<file path="config.mk">
export PLATFORM = sky130hd
export DESIGN_NAME = fetch_unit
export DESIGN_NICKNAME = d
export VERILOG_FILES = /design/src/rtl/fetch_unit.sv
export SDC_FILE = /design/constraint.sdc
export NUM_CORES = 1
export LEC_CHECK = 0
export CAP_MARGIN = 40
export CORE_MARGIN = 5
export CORE_UTILIZATION = 45
export DETAILED_ROUTE_END_ITERATION = 10
export PLACE_DENSITY_LB_ADDON = 0.3
export REMOVE_ABC_BUFFERS = 1
export SYNTH_ARGS = -nofsm -noshare
export SYNTH_HDL_FRONTEND = slang
export SYNTH_SLANG_ARGS = --single-unit
</file>
<file path="constraint.sdc">
create_clock -name clk -period 2.68 [get_ports clk]
set_clock_uncertainty 0.1 [all_clocks]
set_input_delay 0.268 -clock clk [delete_from_list [all_inputs] [get_ports clk]]
set_output_delay 0.268 -clock clk [all_outputs]
set_load 0.1 [all_outputs]
</file>
<file path="src/rtl/fetch_unit.sv">
// Instruction-fetch stage.
// Owns the fetch PC, drives the instruction memory address and assembles
// one- and two-word instructions into the IF/ID pipeline register.
// A word whose top two bits are 2'b11 starts a two-word instruction; the
// word after it is that instruction's immediate.
//
// Handshake with Decode:
//   The IF/ID register presents a new instruction in each cycle where
//   if_valid=1. Decode holds the register by raising stall. While stall is
//   high (and redirect_en is low), every piece of fetch state and every
//   IF/ID output keeps its value. redirect_en outranks stall. It reloads
//   the PC and places a bubble (if_valid=0) into IF/ID at the same edge.
//   No IF/ID output depends combinationally on stall or redirect_en. Only
//   imem_addr is combinational, and it always equals pc.

module fetch_unit #(
    parameter int unsigned        ADDR_W   = 10,
    parameter logic [ADDR_W-1:0]  RESET_PC = '0,
    parameter logic [15:0]        NOP_WORD = 16'h0000
) (
    input  logic              clk,
    input  logic              rst,
    output logic [ADDR_W-1:0] imem_addr,
    input  logic [15:0]       imem_data,
    input  logic              stall,
    input  logic              redirect_en,
    input  logic [ADDR_W-1:0] redirect_pc,
    output logic [ADDR_W-1:0] pc,
    output logic [15:0]       if_instr,
    output logic [15:0]       if_imm,
    output logic [ADDR_W-1:0] if_pc,
    output logic              if_valid,
    output logic              dbg_state_o
);

    // S_OP fetches an instruction word. S_IMM fetches the immediate of a
    // two-word instruction whose first word waits in the hold register.
    typedef enum logic {
        S_OP  = 1'b0,
        S_IMM = 1'b1
    } state_e;

    localparam logic [ADDR_W-1:0] PC_ONE = {{(ADDR_W-1){1'b0}}, 1'b1};

    state_e            state_q, state_d;
    logic [ADDR_W-1:0] pc_q, pc_d;
    logic [15:0]       hold_q, hold_d;
    logic [ADDR_W-1:0] hold_pc_q, hold_pc_d;
    logic [15:0]       if_instr_q, if_instr_d;
    logic [15:0]       if_imm_q, if_imm_d;
    logic [ADDR_W-1:0] if_pc_q, if_pc_d;
    logic              if_valid_q, if_valid_d;

    logic              is_two_word;
    logic [ADDR_W-1:0] pc_inc;

    // The opcode class is decoded only in S_OP.
    assign is_two_word = (imem_data[15:14] == 2'b11);
    // Natural wrap modulo 2^ADDR_W. A two-word instruction at the last
    // address takes its immediate from address 0.
    assign pc_inc      = pc_q + PC_ONE;

    // State register. Reset wins over everything, including a mid-instruction S_IMM.
    always_ff @(posedge clk) begin
        if (!rst) begin
            state_q <= S_OP;
        end else begin
            state_q <= state_d;
        end
    end

    // Next-state logic. Redirect beats stall, and stall beats normal sequencing.
    always_comb begin
        state_d = state_q;
        if (redirect_en) begin
            state_d = S_OP;
        end else if (!stall) begin
            case (state_q)
                S_OP:    state_d = is_two_word ? S_IMM : S_OP;
                S_IMM:   state_d = S_OP;
                default: state_d = S_OP;
            endcase
        end
    end

    // Output logic: the next values of the PC, the hold register and IF/ID.
    always_comb begin
        pc_d       = pc_q;
        hold_d     = hold_q;
        hold_pc_d  = hold_pc_q;
        if_instr_d = if_instr_q;
        if_imm_d   = if_imm_q;
        if_pc_d    = if_pc_q;
        if_valid_d = if_valid_q;

        if (redirect_en) begin
            // Squash: bubble into IF/ID and discard any half-fetched
            // instruction. if_pc keeps its value.
            pc_d       = redirect_pc;
            if_instr_d = NOP_WORD;
            if_imm_d   = 16'h0000;
            if_valid_d = 1'b0;
        end else if (!stall) begin
            case (state_q)
                S_OP: begin
                    pc_d = pc_inc;
                    if (is_two_word) begin
                        // Park the first word until its immediate arrives.
                        hold_d     = imem_data;
                        hold_pc_d  = pc_q;
                        if_instr_d = NOP_WORD;
                        if_imm_d   = 16'h0000;
                        if_valid_d = 1'b0;
                    end else begin
                        if_instr_d = imem_data;
                        if_imm_d   = 16'h0000;
                        if_pc_d    = pc_q;
                        if_valid_d = 1'b1;
                    end
                end
                S_IMM: begin
                    // The current word is the immediate, whatever its top bits.
                    pc_d       = pc_inc;
                    if_instr_d = hold_q;
                    if_imm_d   = imem_data;
                    if_pc_d    = hold_pc_q;
                    if_valid_d = 1'b1;
                end
                default: begin
                    pc_d = pc_q;
                end
            endcase
        end
    end

    // Datapath registers: PC, hold register and IF/ID register.
    always_ff @(posedge clk) begin
        if (!rst) begin
            pc_q       <= RESET_PC;
            hold_q     <= 16'h0000;
            hold_pc_q  <= '0;
            if_instr_q <= NOP_WORD;
            if_imm_q   <= 16'h0000;
            if_pc_q    <= '0;
            if_valid_q <= 1'b0;
        end else begin
            pc_q       <= pc_d;
            hold_q     <= hold_d;
            hold_pc_q  <= hold_pc_d;
            if_instr_q <= if_instr_d;
            if_imm_q   <= if_imm_d;
            if_pc_q    <= if_pc_d;
            if_valid_q <= if_valid_d;
        end
    end

    assign imem_addr   = pc_q;
    assign pc          = pc_q;
    assign if_instr    = if_instr_q;
    assign if_imm      = if_imm_q;
    assign if_pc       = if_pc_q;
    assign if_valid    = if_valid_q;
    assign dbg_state_o = state_q;

endmodule

</file>
Word-level counts from Yosys, hierarchy flattened
Cells that the tools add are included.

word-level totals
  register bits after elaboration = 80
  bits in latches = 0
  bits in writable memories = 0
  bits in read-only memories = 0
  bits of input ports = 30
  output and inout port bits = 64
  word-level logic and storage cells = 30
  memories kept = 0

operators by class
  add/sub/neg operators = 1
  multipliers = 0
  div/mod/pow operators = 0
  magnitude comparators = 0
  eq/ne operators = 3
  shifts and indexed selects = 0
  muxes and demuxes = 11
  bitwise gates (word level) = 4
  reduce and logical (&&, ||, !) cells = 3

operators with widths
  cell                   count
  $pmux 16 s2            2
  $mux 10                3
  $pmux 10 s2            1
  $mux 16                1
  $add 10x1->10 const B  1
  $not 1->1              4
  $pmux 1 s2             2
  $reduce_and 4->1       1
  $reduce_and 3->1       1
  $eq 2x2->1 const B     1
  $mux 1                 2
  $ne 2x1->1 const B     1
  $ne 2x2->1 const B     1
  $reduce_or 2->1        1

Logic depth before layout (Yosys ltp)
  depth after elaboration = 3
  gate-level depth with buffers = 6
  gate-level depth less buffers = 4

Least setup slack after synthesis
No wires, ideal clock.

  path type = flip-flop to flip-flop
  start = reg pc_q[1] (netlist: imem_addr[1])
  end = reg pc_q[8] (netlist: imem_addr[8])
  arrival = 2015 ps
  data required time = 2458 ps
  path slack = 443 ps
  cell stages (with the launch flop) = 5
  buffers on the path = 0
  cell sequence = dfxtp_1 -> ha_1 -> nand3_1 -> o2111a_1 -> a221o_1

between the ends
  cells in the longest elaborated chain, start to end = 3

ends and longest elaborated chain
  what                    RTL line  text
  from (decl)             46        logic [ADDR_W-1:0] pc_q, pc_d;
  from (signal assigned)  147       pc_q <= pc_d;
  $add 10x1->10           61        assign pc_inc = pc_q + PC_ONE;
  $mux 10                 103       end else if (!stall) begin
  $mux 10                 96        if (redirect_en) begin

No other way between the ends. The select of a mux whose other input is x is not followed.
A chain may end at the register's enable or synchronous reset.

Worst setup path in the final report
  start = reg state_q (netlist: dbg_state_o)
  end = out dbg_state_o

RTL lines
  what                    RTL line  text
  from (decl)             45        state_e state_q, state_d;
  from (signal assigned)  68        state_q <= state_d;
  to (decl)               33        output logic dbg_state_o

No word-level cell between the ends.

==> impl_metrics.py <==
metrics = {
    "power": {
        "p_per_area_nw_per_um2": 604,
        "ir_drop_mv": 0.269,
        "leakage_nw": 1.76,
    },
    "synth": {
        "ys_seq_area_share_pct": 43.7,
        "synth.most_common_cell": "dfxtp_1",
        "ys_types": 50,
        "syn_inst": 414,
        "postSynthAreaPerCell_sq_um": 8.86,
        "async_flop_share_pct": 0,
        "ys.flop_type": "dfxtp_1",
        "synth_top_area_share_pct": 43.7,
        "ys_warn_count": 0,
        "synth_area_sq_um": 3670,
        "netlist_top_cells_count": "dfxtp_1, nand2_1, nand3_1",
        "ys_ff_latch": 80,
        "synth_edf_count": 0,
        "yosys.area.top_type": "dfxtp_1",
        "synth_area_leaders": "dfxtp_1, nand3b_1, nand2_1",
    },
    "min_path": {
        "min_to": "hold_q[15]",
        "holdPathStages": 2,
        "hold_path_class": "input pin to flop",
        "worstHoldStart": "rst",
    },
    "timing": {
        "fmax_ghz": 0.507,
        "hold_viol": 0,
        "tightest_slew_ns": 0.664,
        "rsz0062_at_grt": "false",
        "post-route-period-util_pct": 73.6,
        "setup_violations": 0,
        "period_minus_slack_ns": 1.97,
        "max-slew-margin-rel_pct": 55.5,
        "slew_viol_final": 0,
        "holdWs_ns": 0.239,
    },
    "clocking": {
        "insertion_delay_ns": 0.35,
        "clk_pin_slew_ns": 0.08,
        "clockBufferDepth": 2,
        "cts_root_buf": "clkbuf_8",
        "holdBufCountCts": 0,
        "numCtsBuffers": 9,
        "htree_levels": 3,
        "cts_tree": "built",
        "post_cts_resized": 0,
        "cts_setup_buffers": 0,
        "cts.sinks": 80,
    },
    "final_layout": {
        "nets": 509,
        "drive_gt1_share_pct": 20.5,
        "synthToLayoutAreaGrowth_pct": 23.8,
        "final_core_util_pct": 56.1,
        "diodes": 0,
    },
    "routing": {
        "final_antenna_net_count": 0,
        "num_vias": 3221,
        "route.detailed.drc": 0,
        "viasPerCell": 5.48,
        "drtPass1Iterations": 4,
        "drt_iter0_drc": 133,
        "wl_per_cell_um": 15.3,
        "finalWirelength_um": 9010,
    },
    "global_routing": {
        "grt_pass1_wl_um": 15000,
        "grt_max_degree": 51,
        "grt_pass1_vias": 3130,
        "grt.total_usage_pct": 18.2,
        "grt.overflow.total": 0,
        "antenna_found_initial": 0,
    },
    "setup_path": {
        "path_max_fanout": 39,
        "reg2regPathDepth": 3,
        "startpoint_type": "flop",
        "crit_type": "flop to output port",
        "r2r_setup_slack_ns": 0.94,
        "path_cells": "buf_4 -> buf_4",
        "r2r-start": "dbg_state_o",
        "cp_slowest_cell": "buf_4",
        "cp_data_required_time_ns": 2.31,
        "slowest_delay_ns": 0.45,
        "critPathBufInv": 2,
        "r2r_end": "hold_pc_q[4]",
        "crit_family": "buffers and inverters",
        "critPathArrivalTime_ns": 1.60,
        "worst_path_most_repeated_cell": "buf_4",
        "worstSetupEndpointType": "output port",
    },
    "die": {
        "dieArea_sq_um": 10100,
        "die_y_um": 100,
        "design.portCount": 94,
        "die_w_um": 100,
        "start_util_pct": 45.3,
        "row_count": 33,
        "coreArea_sq_um": 8090,
    },
    "status": {
        "status": "completed",
    },
    "place": {
        "io_buffer_count": 93,
        "dp_hpwl_um": 5940,
        "gp_congestion": 0.748,
    },
    "flow_run": {
        "cap_violations": 0,
    },
}
[flip-flops by register name, summed over array words and instances, names as in the netlist]
register     flops
dbg_state_o      1
if_imm          16
imem_addr       10
hold_q          16
if_pc           10
if_instr        16
if_valid         1
hold_pc_q       10
[through the flow]
| step | TNS [ns] | area (sq um) | total power (W) | std cells | setup WS [ns] |
|---|---|---|---|---|---|
| after floorplan | -7.73 | 3370 | 0.00167 | 364 | -0.306 |
| after global placement | 0 | 4340 | 0.00186 | 572 | 0.554 |
| after detailed placement | 0 | 4340 | 0.00186 | 572 | 0.495 |
| after CTS | 0 | 4540 | 0.00277 | 588 | 0.682 |
| after global routing | 0 | 4540 | 0.00285 | 588 | 0.627 |
| final | 0 | 4540 | 0.00275 | 588 | 0.708 |
[layout by cell type, fill, tap and decap left out, types with 5 or more instances in the layout]
cell,Yosys,final
a21boi_0,19,19
a21boi_1,5,5
a21oi_1,16,16
a31oi_1,15,15
buf_4,14,74
clkbuf_8,0,11
clkdlybuf4s50_1,0,27
dfxtp_1,80,79
mux2i_1,13,13
nand2_1,51,51
nand3_1,38,38
nand3b_1,27,27
nor2_1,8,8
o211a_1,11,11
o21ai_0,34,34
[cell type report]
class                           instances  area [sq um]
Timing Repair Buffer                  103           836
Sequential cell                        80          1600
Clock buffer                           11           151
Tap cell                              105           131
Inverter                                1          3.75
Clock inverter                          5          55.1
Multi-Input combinational cell        283          1760
Fill cell                             778          3550
[metal layers]
| layer | track usage (%) | routed length, um | up-vias |
|---|---|---|---|
| met5 | 0 | 0 | - |
| met4 | 7.25 | 158 | 0 |
| met3 | 3.82 | 536 | 14 |
| met2 | 30.2 | 4260 | 91 |
| met1 | 23.1 | 4060 | 1517 |
| li1 | - | - | 1599 |
[where the power goes]
part           switching (W)  leakage (nW)  internal (W)
sequential         0.0000400         0.651       0.00122
combinational       0.000420          1.01      0.000151
clock               0.000434         0.101      0.000478
total               0.000894          1.76       0.00185
[how the worst max path moves through the flow]
stage / to / start / cells past startpoint / slack, ns
2_1_floorplan: imem_addr[8] / imem_addr[0] / 4 / -0.31
3_3_place_gp: hold_q[9] / imem_data[14] / 5 / 0.55
3_5_place_dp: hold_q[8] / imem_data[14] / 5 / 0.50
4_1_cts: dbg_state_o / dbg_state_o / 2 / 0.68
5_1_grt: dbg_state_o / dbg_state_o / 2 / 0.63
6_report: dbg_state_o / dbg_state_o / 2 / 0.71
[worst reg2reg max path: stages, from the launching register on]
cell and delay (ns):
dfxtp_2 0.37, nand3b_2 0.64, o21ai_0 0.42, a21boi_1 0.10
[cells by family (layout without fill, tap and decap cells)]
kind of cell | Yosys count | in the layout | synth area share (%)
adders and majority gates | 1 | 1 | 0.341
AOI/OAI and AO/OA | 115 | 115 | 21.0
buffers and inverters | 51 | 120 | 8.29
DFF | 80 | 80 | 43.7
muxes | 13 | 13 | 3.55
xor gates and xnor gates | 4 | 4 | 0.955
and+or+nand+nor | 150 | 150 | 22.2
Power figures use the tool's default switching activity.
